==> config.mk <==
export PLATFORM = sky130hd
export DESIGN_NAME = mips_test_monitor
export DESIGN_NICKNAME = d
export VERILOG_FILES = /design/src/rtl/mips_test_monitor.sv
export SDC_FILE = /design/constraint.sdc
export NUM_CORES = 1
export LEC_CHECK = 0
export CAP_MARGIN = 20
export CELL_PAD_IN_SITES_DETAIL_PLACEMENT = 2
export CELL_PAD_IN_SITES_GLOBAL_PLACEMENT = 2
export CORE_AREA = 4 4 260 262
export DETAILED_ROUTE_END_ITERATION = 10
export DIE_AREA = 0 0 264 266
export DONT_BUFFER_PORTS = 1
export HOLD_SLACK_MARGIN = 0.08
export PLACE_DENSITY_LB_ADDON = 0.1
export SLEW_MARGIN = 40
export SYNTH_ARGS = -nofsm -noshare
export SYNTH_HDL_FRONTEND = slang
export SYNTH_SLANG_ARGS = --single-unit
==> constraint.sdc <==
create_clock -name ph1 -period 9 [get_ports ph1]
set_input_delay 1.8 -clock ph1 [delete_from_list [all_inputs] [get_ports ph1]]
set_output_delay 1.8 -clock ph1 [all_outputs]
set_load 0.005 [all_outputs]
==> src/rtl/mips_test_monitor.sv <==
// mips_test_monitor: checks core data-memory writes against an expected (addr,data)
//   table, ends the run with pass/fail, and drives scheduled interrupt pulses.
// Latency: pass/fail is visible one cycle after the deciding write or timeout cycle.
// Backpressure: none; the monitor only observes the write bus and never stalls the core.
// Ports: ph1/reset clock and synchronous reset; start, mode_any, strict, timeout,
//   check_en, exp_addr, exp_data, irq_at configure a run; memwrite, dataadr,
//   writedata are the core write bus; interrupts, busy, done, pass, fail, hits,
//   cycle_count report status.
module mips_test_monitor #(
  parameter int NUM_CHECKS = 4,
  parameter int NUM_IRQ    = 8,
  parameter int CNT_W      = 32,
  parameter int IRQ_WIDTH  = 5
) (
  input  logic                    ph1,
  input  logic                    reset,
  input  logic                    start,
  input  logic                    mode_any,
  input  logic                    strict,
  input  logic [CNT_W-1:0]        timeout,
  input  logic [NUM_CHECKS-1:0]   check_en,
  input  logic [NUM_CHECKS*32-1:0] exp_addr,
  input  logic [NUM_CHECKS*32-1:0] exp_data,
  input  logic [NUM_IRQ*CNT_W-1:0] irq_at,
  input  logic                    memwrite,
  input  logic [31:0]             dataadr,
  input  logic [31:0]             writedata,
  output logic [NUM_IRQ-1:0]      interrupts,
  output logic                    busy,
  output logic                    done,
  output logic                    pass,
  output logic                    fail,
  output logic [NUM_CHECKS-1:0]   hits,
  output logic [CNT_W-1:0]        cycle_count
);

  typedef enum logic [1:0] {ST_IDLE, ST_RUN, ST_PASS, ST_FAIL} state_t;

  // Pulse width counter: loaded with IRQ_WIDTH-1 on the set edge, the line
  // drops on the edge where it has reached zero.
  localparam int                 IRQ_CW   = $clog2(IRQ_WIDTH + 1);
  localparam logic [IRQ_CW-1:0]  IRQ_LOAD = IRQ_CW'(IRQ_WIDTH - 1);

  state_t                             state_q, state_d;
  logic [NUM_CHECKS-1:0]              hits_q, hits_d;
  logic [CNT_W-1:0]                   cycle_count_q, cycle_count_d;
  logic [NUM_IRQ-1:0]                 interrupts_q, interrupts_d;
  logic [NUM_IRQ-1:0][IRQ_CW-1:0]     irq_cnt_q, irq_cnt_d;

  logic [NUM_CHECKS-1:0] avail;
  logic [NUM_CHECKS-1:0] ptr_oh;
  logic [NUM_CHECKS-1:0] addr_m;
  logic [NUM_CHECKS-1:0] data_m;
  logic [NUM_CHECKS-1:0] set_mask;
  logic                  strict_err;
  logic                  complete;

  // Per-entry address / data comparators shared by both matching modes.
  always_comb begin
    addr_m = '0;
    data_m = '0;
    for (int i = 0; i < NUM_CHECKS; i++) begin
      addr_m[i] = (dataadr == exp_addr[32*i +: 32]);
      data_m[i] = (writedata == exp_data[32*i +: 32]);
    end
  end

  // Entries still waiting for a write; the ordered pointer is the lowest one,
  // isolated as a one-hot mask with the x & -x trick.
  assign avail  = check_en & ~hits_q;
  assign ptr_oh = avail & (~avail + NUM_CHECKS'(1));

  always_comb begin
    set_mask   = '0;
    strict_err = 1'b0;
    if (state_q == ST_RUN && memwrite) begin
      if (mode_any) begin
        set_mask   = avail & addr_m & data_m;
        // Wrong data only if the address names some pending entry and no
        // pending entry at that address accepts the data.
        strict_err = (|(avail & addr_m)) && !(|set_mask);
      end else begin
        set_mask   = ptr_oh & addr_m & data_m;
        strict_err = |(ptr_oh & addr_m & ~data_m);
      end
    end
  end

  always_comb begin
    state_d       = state_q;
    hits_d        = hits_q;
    cycle_count_d = cycle_count_q;
    interrupts_d  = '0;
    irq_cnt_d     = irq_cnt_q;
    complete      = 1'b0;

    unique case (state_q)
      ST_RUN: begin
        hits_d   = hits_q | set_mask;
        complete = &(hits_d | ~check_en);
        if (complete) begin
          state_d = ST_PASS;
        end else if (strict && strict_err) begin
          state_d = ST_FAIL;
        end else if (timeout != '0 && cycle_count_q == timeout) begin
          state_d = ST_FAIL;
        end else begin
          // Still running: count (saturating) and advance interrupt pulses.
          // Leaving RUN keeps the count frozen and drops every line.
          if (cycle_count_q != '1) begin
            cycle_count_d = cycle_count_q + CNT_W'(1);
          end
          for (int i = 0; i < NUM_IRQ; i++) begin
            if (irq_at[CNT_W*i +: CNT_W] != '0 &&
                cycle_count_q == irq_at[CNT_W*i +: CNT_W]) begin
              interrupts_d[i] = 1'b1;
              irq_cnt_d[i]    = IRQ_LOAD;
            end else if (interrupts_q[i] && irq_cnt_q[i] != '0) begin
              interrupts_d[i] = 1'b1;
              irq_cnt_d[i]    = irq_cnt_q[i] - IRQ_CW'(1);
            end
          end
        end
      end
      default: ;
    endcase

    // start restarts from any state, including mid-run.
    if (start) begin
      state_d       = ST_RUN;
      hits_d        = '0;
      cycle_count_d = '0;
      interrupts_d  = '0;
    end
  end

  always_ff @(posedge ph1) begin
    if (reset) begin
      state_q       <= ST_IDLE;
      hits_q        <= '0;
      cycle_count_q <= '0;
      interrupts_q  <= '0;
      irq_cnt_q     <= '0;
    end else begin
      state_q       <= state_d;
      hits_q        <= hits_d;
      cycle_count_q <= cycle_count_d;
      interrupts_q  <= interrupts_d;
      irq_cnt_q     <= irq_cnt_d;
    end
  end

  assign interrupts  = interrupts_q;
  assign busy        = (state_q == ST_RUN);
  assign pass        = (state_q == ST_PASS);
  assign fail        = (state_q == ST_FAIL);
  assign done        = pass | fail;
  assign hits        = hits_q;
  assign cycle_count = cycle_count_q;

endmodule

==> results.md <==
- CP max FO: 19
- Total grt overflow: 0
- Least-Margin Pin Slew: 0.881 ns
- Arr. time, crit path: 5.49 ns
- Combinational share of power: 0.249
- Worst Skew: 0.00787 ns
- PortBufs: 0
- Startpoint Class: input pin
- PostCTS Resize Cnt: 0
- Clock power share: 0.416
- Core ar.: 0.0654 sq mm
- Status: finished, final reports clean
- Crit path time final: 5.21 ns
- Post-synth EDFFs: 0
- CTS tree: built
- Max Cap Viol: 0
- Syn avg cell area: 7.82 sq um
- Area Growth Syn to Fin: 12.8%
- Setup TNS: 0 ns
- Hold Buf Count CTS: 0
- Die ar.: 0.0702 sq mm
- Seq pwr share: 0.335
- WS Path Type: in2reg
- Synth Instances: about 1300
- Pre-antenna DRT Iters: 4
- Peak VDD IR: 75.3 uV
- Top-area cell type share of the netlist area: 0.282
- Initial Utilization: 0.161
- Synth warn: 0
- Overall routing resource usage: 0.199
- Vias in the first global route: 12256
- Flops & latches, synth: 70
- NetSw: 262 uW
- Root Buffer: clkbuf_16
- Net Sw Frac: 0.282
- DRT iter0 DRCs: 371
- Worst setup EP type: flop
- # rows: 94
- H-tree levels: 3
- Fraction of registers with async set/reset: 0
- Post-Place Worst Slack: 3.25 ns
- Finish-stage setup viols: 0
- Post-route setup slack: 3.79 ns
- Latest clock arrival within the worst-skew pair: 0.35 ns
- Final Hold Viols: 0
- Die Ht: 266 um
- Antenna-violating nets left: 0
- Leakage: about 0.0033 uW
- Worst Hold Launch: irq_cnt_q[13]
- Final HPWL DP: 61300 um
- DR vias: 10483
- Pwr/cell area: 78.3 mW/mm^2
- First-pass GRT wire length: 99000 um
- Inserted Clock Buffers: 9
- Area leader, netlist: xnor2_1
- Syn Nets: 1978
- Chip width: 264 um
- Sequential cell area fraction in the yosys report: 0.133
- Post-synth cell types: between 40 and 50
- IO Count: 666
- Worst Path Required: a little over 9 ns
- # clock sinks: 70
- Layout cell share with drive strength beyond 1: 0.0518
- Wire per inst: 33.7 um
- Synth Flop Type: dfxtp_1
- Largest net degree at the start of global routing: 56
- Fin nets: 1942
- Top cells by area, synth: xnor2_1, xor2_1, dfxtp_1, nor4_1, nand4_1
- Routed vias/inst: ~4.8
- Worst Hold Class: reg2reg
- # DRC: 0
- Pins Over Slew Limit: 0
- Unrepaired setup endpoints after global routing: false
- Fmax: between 150 and 200 MHz
- Worst rel slew slack: 0.407
- Worst Setup SP: dataadr[11]
- Worst-path clk slew: about 0.060 ns
- R2R Path Start: cycle_count[13]
- WL final: 73400 um
- Final Cycle Share: 0.579
- Post-CTS setup buffers: 0
- GP Congestion: 0.830
- Maximum clock path buffer count: 2
- Post-Syn Area: 0.0105 sq mm
- Initial antenna violation count: 4
- Pint: 666 uW
-- path summary, 6_finish.rpt --
path | endpoint | slack (ns) | cells after the start
max reg2reg | cycle_count[13] | 4.99 | 10
min reg2reg | irq_cnt_q[13] | 0.49 | 2
max | cycle_count[14] | 3.79 | 11
min | irq_cnt_q[13] | 0.49 | 2
-- per-layer routing --
metal | global-route usage | wire, um | vias to the layer above
met3 | 0.0538 | 5610 | 83
li1 | - | - | 4732
met2 | 0.383 | 39000 | 504
met1 | 0.207 | 26400 | 5164
met5 | 0 | 0 | -
met4 | 0.0687 | 2500 | 0
-- per-stage QoR --
stage          power (uW)  std cells  area [sq um]   util  hold WS (ns)
4_1_cts               949       2176         11800  0.181         0.485
3_5_place_dp          552       2160         11500  0.176         0.474
6_report              928       2178         11800  0.181         0.487
2_1_floorplan         510       1343         10500      -         0.441
3_3_place_gp          551       2160         11500  0.176         0.450
5_1_grt               978       2178         11800  0.181         0.506
-- critical path: stages --
cell     delay [ns]
xor2_1         0.14
nor4_1         0.64
nand3_1        0.15
nor3_1         0.60
a22oi_1        0.17
a31o_1         0.27
and4_1         0.37
nor3_4         0.56
buf_4          0.35
and4_1         0.23
mux2i_1        0.18
-- cell usage after synthesis, types with 25 or more instances --
master and count:
xor2_1 210, nand2_1 28, nand4_1 119, clkbuf_1 40, nor4_1 144, nor2_1 52, buf_1 32, nand3_1 42
or3_1 25, xnor2_1 338, dfxtp_1 70, inv_1 27
-- registers in the layout (all words and copies together), names as in the netlist --
name	cells
cycle_count	32
irq_cnt_q	24
interrupts	8
hits	4
state_q	2
-- cell families (layout without fill, tap and decap cells) --
group	Yosys count	count (layout)	synth area share
XOR/XNOR	548	548	0.457
AND/OR/NAND/NOR	497	497	0.279
buffers and inverters	109	78	0.0409
AO/OA/AOI/OAI	93	93	0.0604
flip-flops	70	70	0.133
adder cells (fa/ha/maj)	17	17	0.0203
multiplexers	9	9	0.00858
other	0	2	0
-- power groups by stage --
stage / clock (uW) / combinational, uW / sequential (uW)
after global routing: 413 / 253 / 311
after CTS: 402 / 236 / 311
after floorplan: 0 / 192 / 318
after global placement: 0 / 232 / 319
final: 386 / 231 / 311
after detailed placement: 0 / 234 / 318
-- layout make-up --
| cell class | count | area, sq um |
|---|---|---|
| Clock inverter | 3 | 41.3 |
| Inverter | 28 | 105 |
| Antenna cell | 2 | 5.00 |
| Fill cell | 7687 | 53500 |
| Multi-Input combinational cell | 1164 | 8690 |
| Timing Repair Buffer | 34 | 255 |
| Sequential cell | 70 | 1410 |
| Tap cell | 864 | 1080 |
| Clock buffer | 13 | 260 |
-- layout by cell type (no fill, tap or decap), types with 3 or more instances in the layout --
master	instances
nor4_2	8
nand2b_1	13
or4_1	7
inv_1	27
nand3_1	42
o21bai_1	8
a31oi_1	16
xor2_1	210
nor4_1	143
a31o_1	3
a21oi_1	13
nand4_1	119
nand2_1	28
mux2i_1	9
and2_1	12
and4_1	6
ha_1	17
or3_1	25
nor2_1	51
dfxtp_1	66
dfxtp_2	3
nor2b_1	11
and3_1	10
o21ai_0	8
xnor2_1	338
buf_4	34
nor3_1	11
o31ai_1	20
clkbuf_16	9
o211ai_1	14
Power figures use the tool's default switching activity.
